**src/rtl/pc_seq_unit.sv**
```systemverilog
// pc_seq_unit: fetch program-counter sequencer with reset/boot sequencing.
// It selects the next fetch PC by fixed priority (trap, pending redirect,
// mret, branch, sequential), buffers redirects that arrive while stalled,
// and flags misaligned branch targets.
//
// Ports
//   clk_in               clock, rising edge
//   rst_in               synchronous reset, active-low
//   stall_in             hold PC; redirects are buffered
//   instr_16_in          current instruction is 16-bit (only used when C_EXT=1)
//   branch_taken_in      branch/jump request, target on branch_target_in
//   mret_in              return-from-trap request, target on epc_in
//   trap_taken_in        trap request, target on trap_vector_in
//   pc_out               registered fetch PC
//   i_addr_out           instruction address (= pc_out)
//   i_req_out            fetch request valid (RUN and not stalled)
//   pc_seq_out           sequential successor of pc_out
//   misaligned_instr_out one-cycle pulse per rejected branch target
//   misaligned_addr_out  last rejected branch target
module pc_seq_unit #(
    parameter int unsigned     XLEN         = 32,
    parameter logic [XLEN-1:0] RESET_VECTOR = '0,
    parameter bit              C_EXT        = 1'b0
) (
    input  logic            clk_in,
    input  logic            rst_in,
    input  logic            stall_in,
    input  logic            instr_16_in,
    input  logic            branch_taken_in,
    input  logic [XLEN-1:0] branch_target_in,
    input  logic            mret_in,
    input  logic [XLEN-1:0] epc_in,
    input  logic            trap_taken_in,
    input  logic [XLEN-1:0] trap_vector_in,
    output logic [XLEN-1:0] pc_out,
    output logic [XLEN-1:0] i_addr_out,
    output logic            i_req_out,
    output logic [XLEN-1:0] pc_seq_out,
    output logic            misaligned_instr_out,
    output logic [XLEN-1:0] misaligned_addr_out
);

    localparam logic [XLEN-1:0] ALIGN_MASK = C_EXT ? XLEN'(1) : XLEN'(3);
    localparam logic [XLEN-1:0] STEP_2     = XLEN'(2);
    localparam logic [XLEN-1:0] STEP_4     = XLEN'(4);

    typedef enum logic [1:0] {
        ST_RESET = 2'd0,
        ST_BOOT  = 2'd1,
        ST_RUN   = 2'd2
    } state_e;

    state_e          state_q,      state_d;
    logic [XLEN-1:0] pc_q,         pc_d;
    logic            mis_q,        mis_d;
    logic [XLEN-1:0] mis_addr_q,   mis_addr_d;
    logic            pend_valid_q, pend_valid_d;
    logic            pend_trap_q,  pend_trap_d;
    logic [XLEN-1:0] pend_addr_q,  pend_addr_d;

    logic [XLEN-1:0] trap_tgt;
    logic [XLEN-1:0] epc_tgt;
    logic            br_misaligned;
    logic            br_ok;

    // Redirect targets and alignment check
    always_comb begin
        trap_tgt      = trap_vector_in & ~ALIGN_MASK;
        epc_tgt       = epc_in & ~ALIGN_MASK;
        br_misaligned = branch_taken_in && ((branch_target_in & ALIGN_MASK) != '0);
        br_ok         = branch_taken_in && !br_misaligned;
    end

    // Combinational views of the PC
    always_comb begin
        i_addr_out = pc_q;
        pc_seq_out = pc_q + ((C_EXT && instr_16_in) ? STEP_2 : STEP_4);
        i_req_out  = (state_q == ST_RUN) && !stall_in;
    end

    // Next-state, next-PC and stall buffering
    always_comb begin
        state_d      = state_q;
        pc_d         = pc_q;
        mis_d        = 1'b0;
        mis_addr_d   = mis_addr_q;
        pend_valid_d = pend_valid_q;
        pend_trap_d  = pend_trap_q;
        pend_addr_d  = pend_addr_q;

        case (state_q)
            ST_RESET: state_d = ST_BOOT;
            ST_BOOT:  state_d = ST_RUN;
            ST_RUN: begin
                if (!stall_in) begin
                    if (trap_taken_in) begin
                        pc_d         = trap_tgt;
                        pend_valid_d = 1'b0;
                        pend_trap_d  = 1'b0;
                    end else if (pend_valid_q) begin
                        pc_d         = pend_addr_q;
                        pend_valid_d = 1'b0;
                        pend_trap_d  = 1'b0;
                    end else if (mret_in) begin
                        pc_d = epc_tgt;
                    end else if (br_ok) begin
                        pc_d = branch_target_in;
                    end else if (br_misaligned) begin
                        mis_d      = 1'b1;
                        mis_addr_d = branch_target_in;
                    end else begin
                        pc_d = pc_seq_out;
                    end
                end else begin
                    // A buffered trap cannot be displaced by a later mret/branch
                    if (trap_taken_in) begin
                        pend_addr_d  = trap_tgt;
                        pend_valid_d = 1'b1;
                        pend_trap_d  = 1'b1;
                    end else if (!pend_trap_q && mret_in) begin
                        pend_addr_d  = epc_tgt;
                        pend_valid_d = 1'b1;
                    end else if (!pend_trap_q && br_ok) begin
                        pend_addr_d  = branch_target_in;
                        pend_valid_d = 1'b1;
                    end
                    // Rejected branch is reported now rather than buffered
                    if (!trap_taken_in && !mret_in && br_misaligned) begin
                        mis_d      = 1'b1;
                        mis_addr_d = branch_target_in;
                    end
                end
            end
            default: state_d = ST_RESET;
        endcase
    end

    // State registers with synchronous active-low reset
    always_ff @(posedge clk_in) begin
        if (!rst_in) begin
            state_q      <= ST_RESET;
            pc_q         <= RESET_VECTOR;
            mis_q        <= 1'b0;
            mis_addr_q   <= '0;
            pend_valid_q <= 1'b0;
            pend_trap_q  <= 1'b0;
            pend_addr_q  <= '0;
        end else begin
            state_q      <= state_d;
            pc_q         <= pc_d;
            mis_q        <= mis_d;
            mis_addr_q   <= mis_addr_d;
            pend_valid_q <= pend_valid_d;
            pend_trap_q  <= pend_trap_d;
            pend_addr_q  <= pend_addr_d;
        end
    end

    always_comb begin
        pc_out               = pc_q;
        misaligned_instr_out = mis_q;
        misaligned_addr_out  = mis_addr_q;
    end

endmodule

```
**config.mk**
```make
export PLATFORM = sky130hd
export DESIGN_NAME = pc_seq_unit
export DESIGN_NICKNAME = d
export VERILOG_FILES = /design/src/rtl/pc_seq_unit.sv
export SDC_FILE = /design/constraint.sdc
export NUM_CORES = 1
export LEC_CHECK = 0
export ABC_CLOCK_PERIOD_IN_PS = 3260
export CORE_MARGIN = 1
export CORE_UTILIZATION = 47
export CTS_BUF_LIST = sky130_fd_sc_hd__clkbuf_8
export DETAILED_ROUTE_END_ITERATION = 7
export PLACE_DENSITY = 0.94
export SETUP_SLACK_MARGIN = 0.2
export SKIP_CTS_REPAIR_TIMING = 1
export SLEW_MARGIN = 20
export SYNTH_ARGS = -nofsm -noshare
export SYNTH_HDL_FRONTEND = slang
export SYNTH_SLANG_ARGS = --single-unit
export TNS_END_PERCENT = 5
```
**constraint.sdc**
```tcl
create_clock -name clk_in -period 3.26 [get_ports clk_in]
set_input_delay 0.815 -clock clk_in [delete_from_list [all_inputs] [get_ports clk_in]]
set_output_delay 0.815 -clock clk_in [all_outputs]
set_load 0.01 [all_outputs]
```
Word level (Yosys, flattened, before mapping). Cells that the tools add are included.

Bits in registers: 101. Bits of input ports: 103.

Equality and inequality tests: 10. Add/sub/neg operators: 1. Bitwise logic cells: 1. Reduce and logical (&&, ||, !) cells: 23. Mux-type cells: 31.

Operators by type and width (number): 32-bit two-way mux (15); 32-bit by 3-bit adder with 32-bit output, second input constant (1); 32-bit nonzero test (1); 1-bit two-way mux (15); 3-bit AND reduction (3); 2-bit != test, second input constant (4); 1-bit logical AND (7); 7-bit AND reduction (1); 2-bit one-hot mux with 3 select lines (1); 1-bit zero test (5); 5-bit by 4-bit != test with 1-bit output, second input constant (1); 2-bit by 1-bit != test with 1-bit output, second input constant (2); 4-bit by 1-bit != test with 1-bit output, second input constant (1); 2-bit AND reduction (2); 2-bit nonzero test (2); 3-bit nonzero test (1); 2-bit by 1-bit == test with 1-bit output, second input constant (1); 2-bit == test, second input constant (1); 2-bit zero test (1); 1-bit inverter (1).

Depth between registers and ports, before layout. Gate-level depths: netlist (run 1).

Depth after elaboration: 9. Mapped depth: 8. Mapped depth without buffers: 6.

Least setup slack after synthesis (run 1). OpenSTA, ideal clock, no wires.

Path kind: register to output. Start: register pc_q[2] (netlist: i_addr_out[2]). End: output pc_seq_out[26]. Data arrival time: 1.979 ns. Cell stages (with the launch flop): 9. Buffers on the path: 2. Setup slack: 0.466 ns. Required time: 2.445 ns. Cell sequence: dfxtp_1 -> ha_1 -> nand2_1 -> or3_1 -> buf_2 -> or2_1 -> buf_6 -> nor2_1 -> xor2_1.

Word-level cells in the longest chain between the ends: 1.

RTL lines: start: declaration (line 54) `logic [XLEN-1:0] pc_q, pc_d;`; start signal: assignment (line 150) `pc_q <= pc_d;`; 32-bit by 3-bit adder with 32-bit output (line 77) `pc_seq_out = pc_q + ((C_EXT && instr_16_in) ? STEP_2 : STEP_4);`; end: declaration (line 38) `output logic [XLEN-1:0] pc_seq_out,`.

Every way passes these cells.

Worst setup path after layout (run 1).
Start: register pc_q[3] (netlist: i_addr_out[3]). End: output pc_seq_out[28].

The elaborated chain is that of the path after synthesis.

==> impl_metrics.toml, run 1 <==
[outcome]
status = "finished clean"

[power_and_ir_drop]
power_density_nw_per_um2 = 313
p_leak_nw = 3.58
worst_ir_drop_vdd_mv = 0.318

[synth]
synth_flop_cell = "dfxtp_1"
synth_compound_area_share_pct = 26.3
synth-simple-area-share_pct = 24.6
yosys-top-cells-area = "dfxtp_1 32%, nand2_1 8.8%, o21ai_0 4.8%"
yosys-mux-area-fraction_pct = 4.86
netlist_instances = 864
synth_top_family_by_area = "compound AO/OA/AOI/OAI gates"
syn_nets = 968
synth_fa_ha_area_share_pct = 0.195
async_flop_share_pct = 0
synthDistinctLibCells = 67
ys_ff_latch = 101
yosysWarnings = 0
synth_top_cell_by_area = "dfxtp_1"
synth-edff-count = 0
syn_area_um2 = 6410
synthXorXnorAreaFrac_pct = 3.01
yosysSeqAreaShare_pct = 31.6
synth_top_area_share_pct = 31.6
syn_area_per_cell_um2 = 7.42

[global_routing]
grtUsageMet1_pct = 44.7
grt_use_met3_pct = 7.92
track_usage_pct = 33.2
use_met2_pct = 49.3
overflow = 0
antenna_found_initial = 0
grt_max_degree = 63
grt_pass1_vias = 6764
gr-max-usage-layer = "met2"
grt_pass1_wl_um = 36600

[setup_path]
path_delay_family = "simple AND/OR/NAND/NOR gates"
cp_data_arrival_time_ns = 2.41
crit_buf_inv = 1
critical_path_class = "reg -> out"
end_kind = "primary output"
crit_path_start_kind = "flip-flop"
critPathRequiredTime_ns = 2.44
crit_chain = "ha_4, nand2_2, or3_4, nor3_2, xor2_1, clkdlybuf4s50_1"
crit_cells = 6
crit_fanout = 7
critPathMaxStageDelay_ns = 0.55
reg2reg_depth = 6
cp_slowest_cell = "clkdlybuf4s50_1"

[route]
vias = 7815
drt_first_pass_iters = 6
routed_wl_um = 24500
wire_per_inst_um = 19.9
first_iter_violations = 1342
ant_nets = 0
via_per_inst = 6.35
drc = 0

[flow_run]
maxCapViolCount = 0

[placed_design]
io_buffers = 227
routabilityCongestion = 0.919
dpl.cell_count = 1213
place_area_um2 = 8830
dp_hpwl_um = 17500

[timing]
setup_viol = 0
max_clock_freq_ghz = 0.310
slew_headroom_pct = 52.5
period_share_pct = 98.9
slew_viol_final = 0
clock_skew_ns = 0.00964
worst_pin_slew_ns = 0.712
rsz0062_at_grt = "true"
final-hold-violation-count = 0
period_minus_slack_ns = 3.23

[cells_and_area]
area_growth_pct = 43.3
fin_cells = 1230
num-fill-cells = 1025
n_antenna_cell = 0
layout_common_cells = "209 x clkdlybuf4s50_1, 148 x nand2_1, 89 x dfxtp_1"
final_common_cell = "clkdlybuf4s50_1"
drive_above_1_share_pct = 12.4
final_area_um2 = 9180
nets = 1154

[die]
core_area_um2 = 13300
dieHeight_um = 119
die_area_um2 = 14100
start_util_pct = 48.2
die_x_um = 119
ios = 233
rows = 42

[clock_network]
clkLatencyLatePin_ns = 0.39
clockBufferDepth = 2
cts_inserted_buffers = 9
clock-sinks = 101
cts_root_buffer = "clkbuf_8"
htree_levels = 3
cts_tree = "built"
clk_pin_slew_ns = 0.10

[hold_path]
hold_class = "reg -> reg"
holdPathStages = 2
report_power, final:
group | internal [mW] | switching, mW | total (mW)
combinational | 0.373 | 0.417 | 0.790
clock | 0.331 | 0.440 | 0.770
sequential | 1.27 | 0.0378 | 1.31
logic make-up after synthesis:
logic type | Yosys count
buf+inv | 124
fa+ha+maj | 1
mux | 31
xor+xnor | 22
simple gates | 326
compound gates | 259
flops | 101
cell usage after synthesis, drive strengths merged (8+ instances only):
cell / number
nand2b: 9
xnor2: 9
nor4: 8
nor3: 20
xor2: 13
mux2i: 30
inv: 12
clkbuf: 60
nand2: 150
o31ai: 19
a31oi: 12
o211ai: 15
o21ai: 64
o22ai: 15
dfxtp: 101
a21oi: 61
nand4: 9
and4: 9
buf: 52
nor2: 35
nand3: 49
per-stage QoR:
step           hold WS [ns]  setup TNS [ns]  worst slack, ns  util, %  power [mW]
4_1_cts               0.458           -1.89           -0.220     67.8        2.84
6_report              0.457               0           0.0348     69.1        2.87
5_1_grt               0.478         -0.0979          -0.0691     69.1        2.97
3_5_place_dp          0.446               0           0.0965     66.4        2.09
3_3_place_gp          0.440               0           0.0753     66.4        2.08
2_1_floorplan         0.438               0            0.466        -        1.71
final timing paths:
kind | startpoint | end | slack (ns)
max | i_addr_out[3] | pc_seq_out[28] | 0.03
min | misaligned_addr_out[2] | misaligned_addr_out[2] | 0.46
min reg2reg | misaligned_addr_out[2] | misaligned_addr_out[2] | 0.46
max reg2reg | pend_valid_q | i_addr_out[26] | 0.94
registers in the layout (all words and copies together) (netlist names):
| signal | flops |
|---|---|
| pend_trap_q | 1 |
| pend_valid_q | 1 |
| i_addr_out | 32 |
| misaligned_addr_out | 32 |
| misaligned_instr_out | 1 |
| state_q | 2 |
| pend_addr_q | 32 |
routing by layer:
layer,up-vias,share of wire (%)
li1,3490,-
met4,0,4.5
met3,111,14
met5,-,0
met1,3518,38
met2,696,44
tightest hold or removal path: cells and delay by family (launching register included):
| family | cells | cell delay (ns) |
|---|---|---|
| flops | 1 | 0.32 |
| simple gates | 1 | 0.05 |
| compound gates | 1 | 0.05 |
layout make-up:
cell class / instances / area [um^2] / area share, %
Sequential cell: 101 / 2040 / 22.2
Timing Repair Buffer: 286 / 2780 / 30.3
Inverter: 12 / 45.0 / 0.491
Clock inverter: 3 / 12.5 / 0.136
Multi-Input combinational cell: 640 / 3920 / 42.7
Tap cell: 176 / 220 / 2.40
Clock buffer: 12 / 165 / 1.80
(Power assumes the default switching activity.)
==> inputs of run 2 (changes only) <==
--- a/config.mk
+++ b/config.mk
@@ -5,8 +5,8 @@
 export SDC_FILE = /design/constraint.sdc
 export NUM_CORES = 1
 export LEC_CHECK = 0
-export ABC_CLOCK_PERIOD_IN_PS = 3260
-export CORE_MARGIN = 1
+export ABC_CLOCK_PERIOD_IN_PS = 3500
+export CORE_MARGIN = 4
 export CORE_UTILIZATION = 47
 export CTS_BUF_LIST = sky130_fd_sc_hd__clkbuf_8
 export DETAILED_ROUTE_END_ITERATION = 7
==> constraint.sdc (replaced) <==
create_clock -name clk_in -period 3.5 [get_ports clk_in]
set_input_delay 0.875 -clock clk_in [delete_from_list [all_inputs] [get_ports clk_in]]
set_output_delay 0.875 -clock clk_in [all_outputs]
set_load 0.01 [all_outputs]
==> run 2 against run 1 <==
Against the previous run: clock skew rose by 0.0013 ns; non-clock buffer count fell by 17; clock-buffer cell count did not move; setup slack got worse by 0.030 ns; critical path type unchanged; clock power rose by 24%; highest routed layer unchanged.
==> impl_metrics.toml, run 2 (same netlist as run 1, synthesis figures left out) <==
[outcome]
status = "finished clean"

[timing]
final-hold-violation-count = 0
clock_skew_ns = 0.0109
rsz0062_at_grt = "true"
setup_ws_ns = 0.00531
worst_pin_slew_ns = 0.871
max_clock_freq_ghz = 0.286
whs_ns = 0.457
period_share_pct = 99.8
slew_headroom_pct = 41.9
setup_viol = 0
period_minus_slack_ns = 3.49
slew_viol_final = 0

[route]
drc = 0
drt_first_pass_iters = 5
ant_nets = 0
first_iter_violations = 1271
via_per_inst = 6.34
wire_per_inst_um = 20.4
routed_wl_um = 24800
vias = 7685

[placed_design]
dpl.cell_count = 1197
routabilityCongestion = 0.948
post-place-ws_ns = 0.137
io_buffers = 227
dp_hpwl_um = 17600

[setup_path]
critical_path_class = "reg -> out"
crit_chain = "ha_1, nand2_1, or3_4, o31a_2, or2_2, clkdlybuf4s50_1"
reg2reg_depth = 7
path_delay_family = "simple AND/OR/NAND/NOR gates"
reg2reg_to = "i_addr_out[1]"
r2r-start = "pend_valid_q"
crit_path_start_kind = "flip-flop"
crit_start = "i_addr_out[3]"
critPathMaxStageDelay_ns = 0.48
cp_slowest_cell = "clkdlybuf4s50_1"
critPathRequiredTime_ns = 2.62
end_kind = "primary output"
crit_fanout = 7
reg2reg_setup_slack_ns = 1.08
cp_data_arrival_time_ns = 2.62
crit_buf_inv = 1

[global_routing]
track_usage_pct = 29.5
grt_max_degree = 63
grt_pass1_wl_um = 37400
overflow = 0
antenna_found_initial = 0
grt_pass1_vias = 6896

[flow_run]
maxCapViolCount = 0

[hold_path]
holdPathStages = 2
hold_class = "reg -> reg"
holdPathEnd = "misaligned_addr_out[2]"
hold_path_startpoint = "misaligned_addr_out[2]"

[die]
die_x_um = 125
rows = 42
dieHeight_um = 125
die_area_um2 = 15600
core_area_um2 = 13300
start_util_pct = 48.2
ios = 233

[power_and_ir_drop]
p_leak_nw = 3.35
power_density_nw_per_um2 = 320
worst_ir_drop_vdd_mv = 0.276
p_total_mw = 2.90

[clock_network]
cts_root_buffer = "clkbuf_8"
clkLatencyLatePin_ns = 0.38
clock-sinks = 101
cts_tree = "built"
htree_levels = 3
cts_inserted_buffers = 9
clk_pin_slew_ns = 0.10
clockBufferDepth = 2

[cells_and_area]
final_common_cell = "clkdlybuf4s50_1"
num-fill-cells = 1016
nets = 1136
layout_common_cells = "219 x clkdlybuf4s50_1, 149 x nand2_1, 95 x dfxtp_1"
n_antenna_cell = 0
drive_above_1_share_pct = 9.64
fin_cells = 1213
area_growth_pct = 41.0
[run 2: cell types whose count changed in the layout (fill, tap and decap cells not counted), sizes merged]
| cell | previous run | this run |
|---|---|---|
| clkbuf | 13 | 12 |
| inv | 14 | 13 |
| dlymetal6s2s | 15 | 6 |
| buf | 61 | 44 |
| clkinv | 1 | 0 |
| or3 | 8 | 7 |
| bufinv | 0 | 3 |
| clkdlybuf4s50 | 209 | 219 |
[run 2: worst reg2reg max path: stages, from the launching register on]
cell	delay, ns
dfxtp_1	0.41
buf_4	0.27
nor2_1	0.50
a31o_2	0.57
nor2_1	0.10
buf_4	0.19
a32oi_1	0.20
nor2_1	0.05
[run 2: how the worst max path moves through the flow]
stage	slack, ns	depth (start not counted)	to
after floorplan	0.65	8	pc_seq_out[26]
after global routing	-0.06	5	pc_seq_out[29]
after detailed placement	0.14	6	misaligned_addr_out[7]
final	0.005	6	pc_seq_out[24]
after CTS	-0.15	6	pc_seq_out[26]
after global placement	0.20	4	i_req_out
[run 2: per-stage QoR]
step | TNS (ns) | util [%] | cell area (um^2)
final | 0 | 68.0 | 9040
after global routing | -0.112 | 68.0 | 9040
after CTS | -0.856 | 67.4 | 8960
after detailed placement | 0 | 65.4 | 8700
after global placement | 0 | 65.4 | 8700
after floorplan | 0 | - | 6410
[run 2: power breakdown]
part           switching, mW  internal (mW)
logic                  0.380          0.337
registers             0.0378           1.18
clock network          0.424          0.532
[run 2: metal layers]
metal | wire length [um] | GRT usage (%) | vias up
met5 | 0 | 0 | -
met4 | 967 | 12.6 | 0
met3 | 3450 | 7.76 | 87
met2 | 10800 | 45.0 | 627
met1 | 9600 | 39.3 | 3523
li1 | - | - | 3448
[run 2: cell type report]
type	count	area (um^2)	area share, %
inverter	12	45.0	0.498
sequential	101	2030	22.5
multi-input combinational	639	3860	42.7
clock buffer	12	165	1.83
clock inverter	4	93.8	1.04
tap	176	220	2.44
timing repair buffer	269	2620	29.0
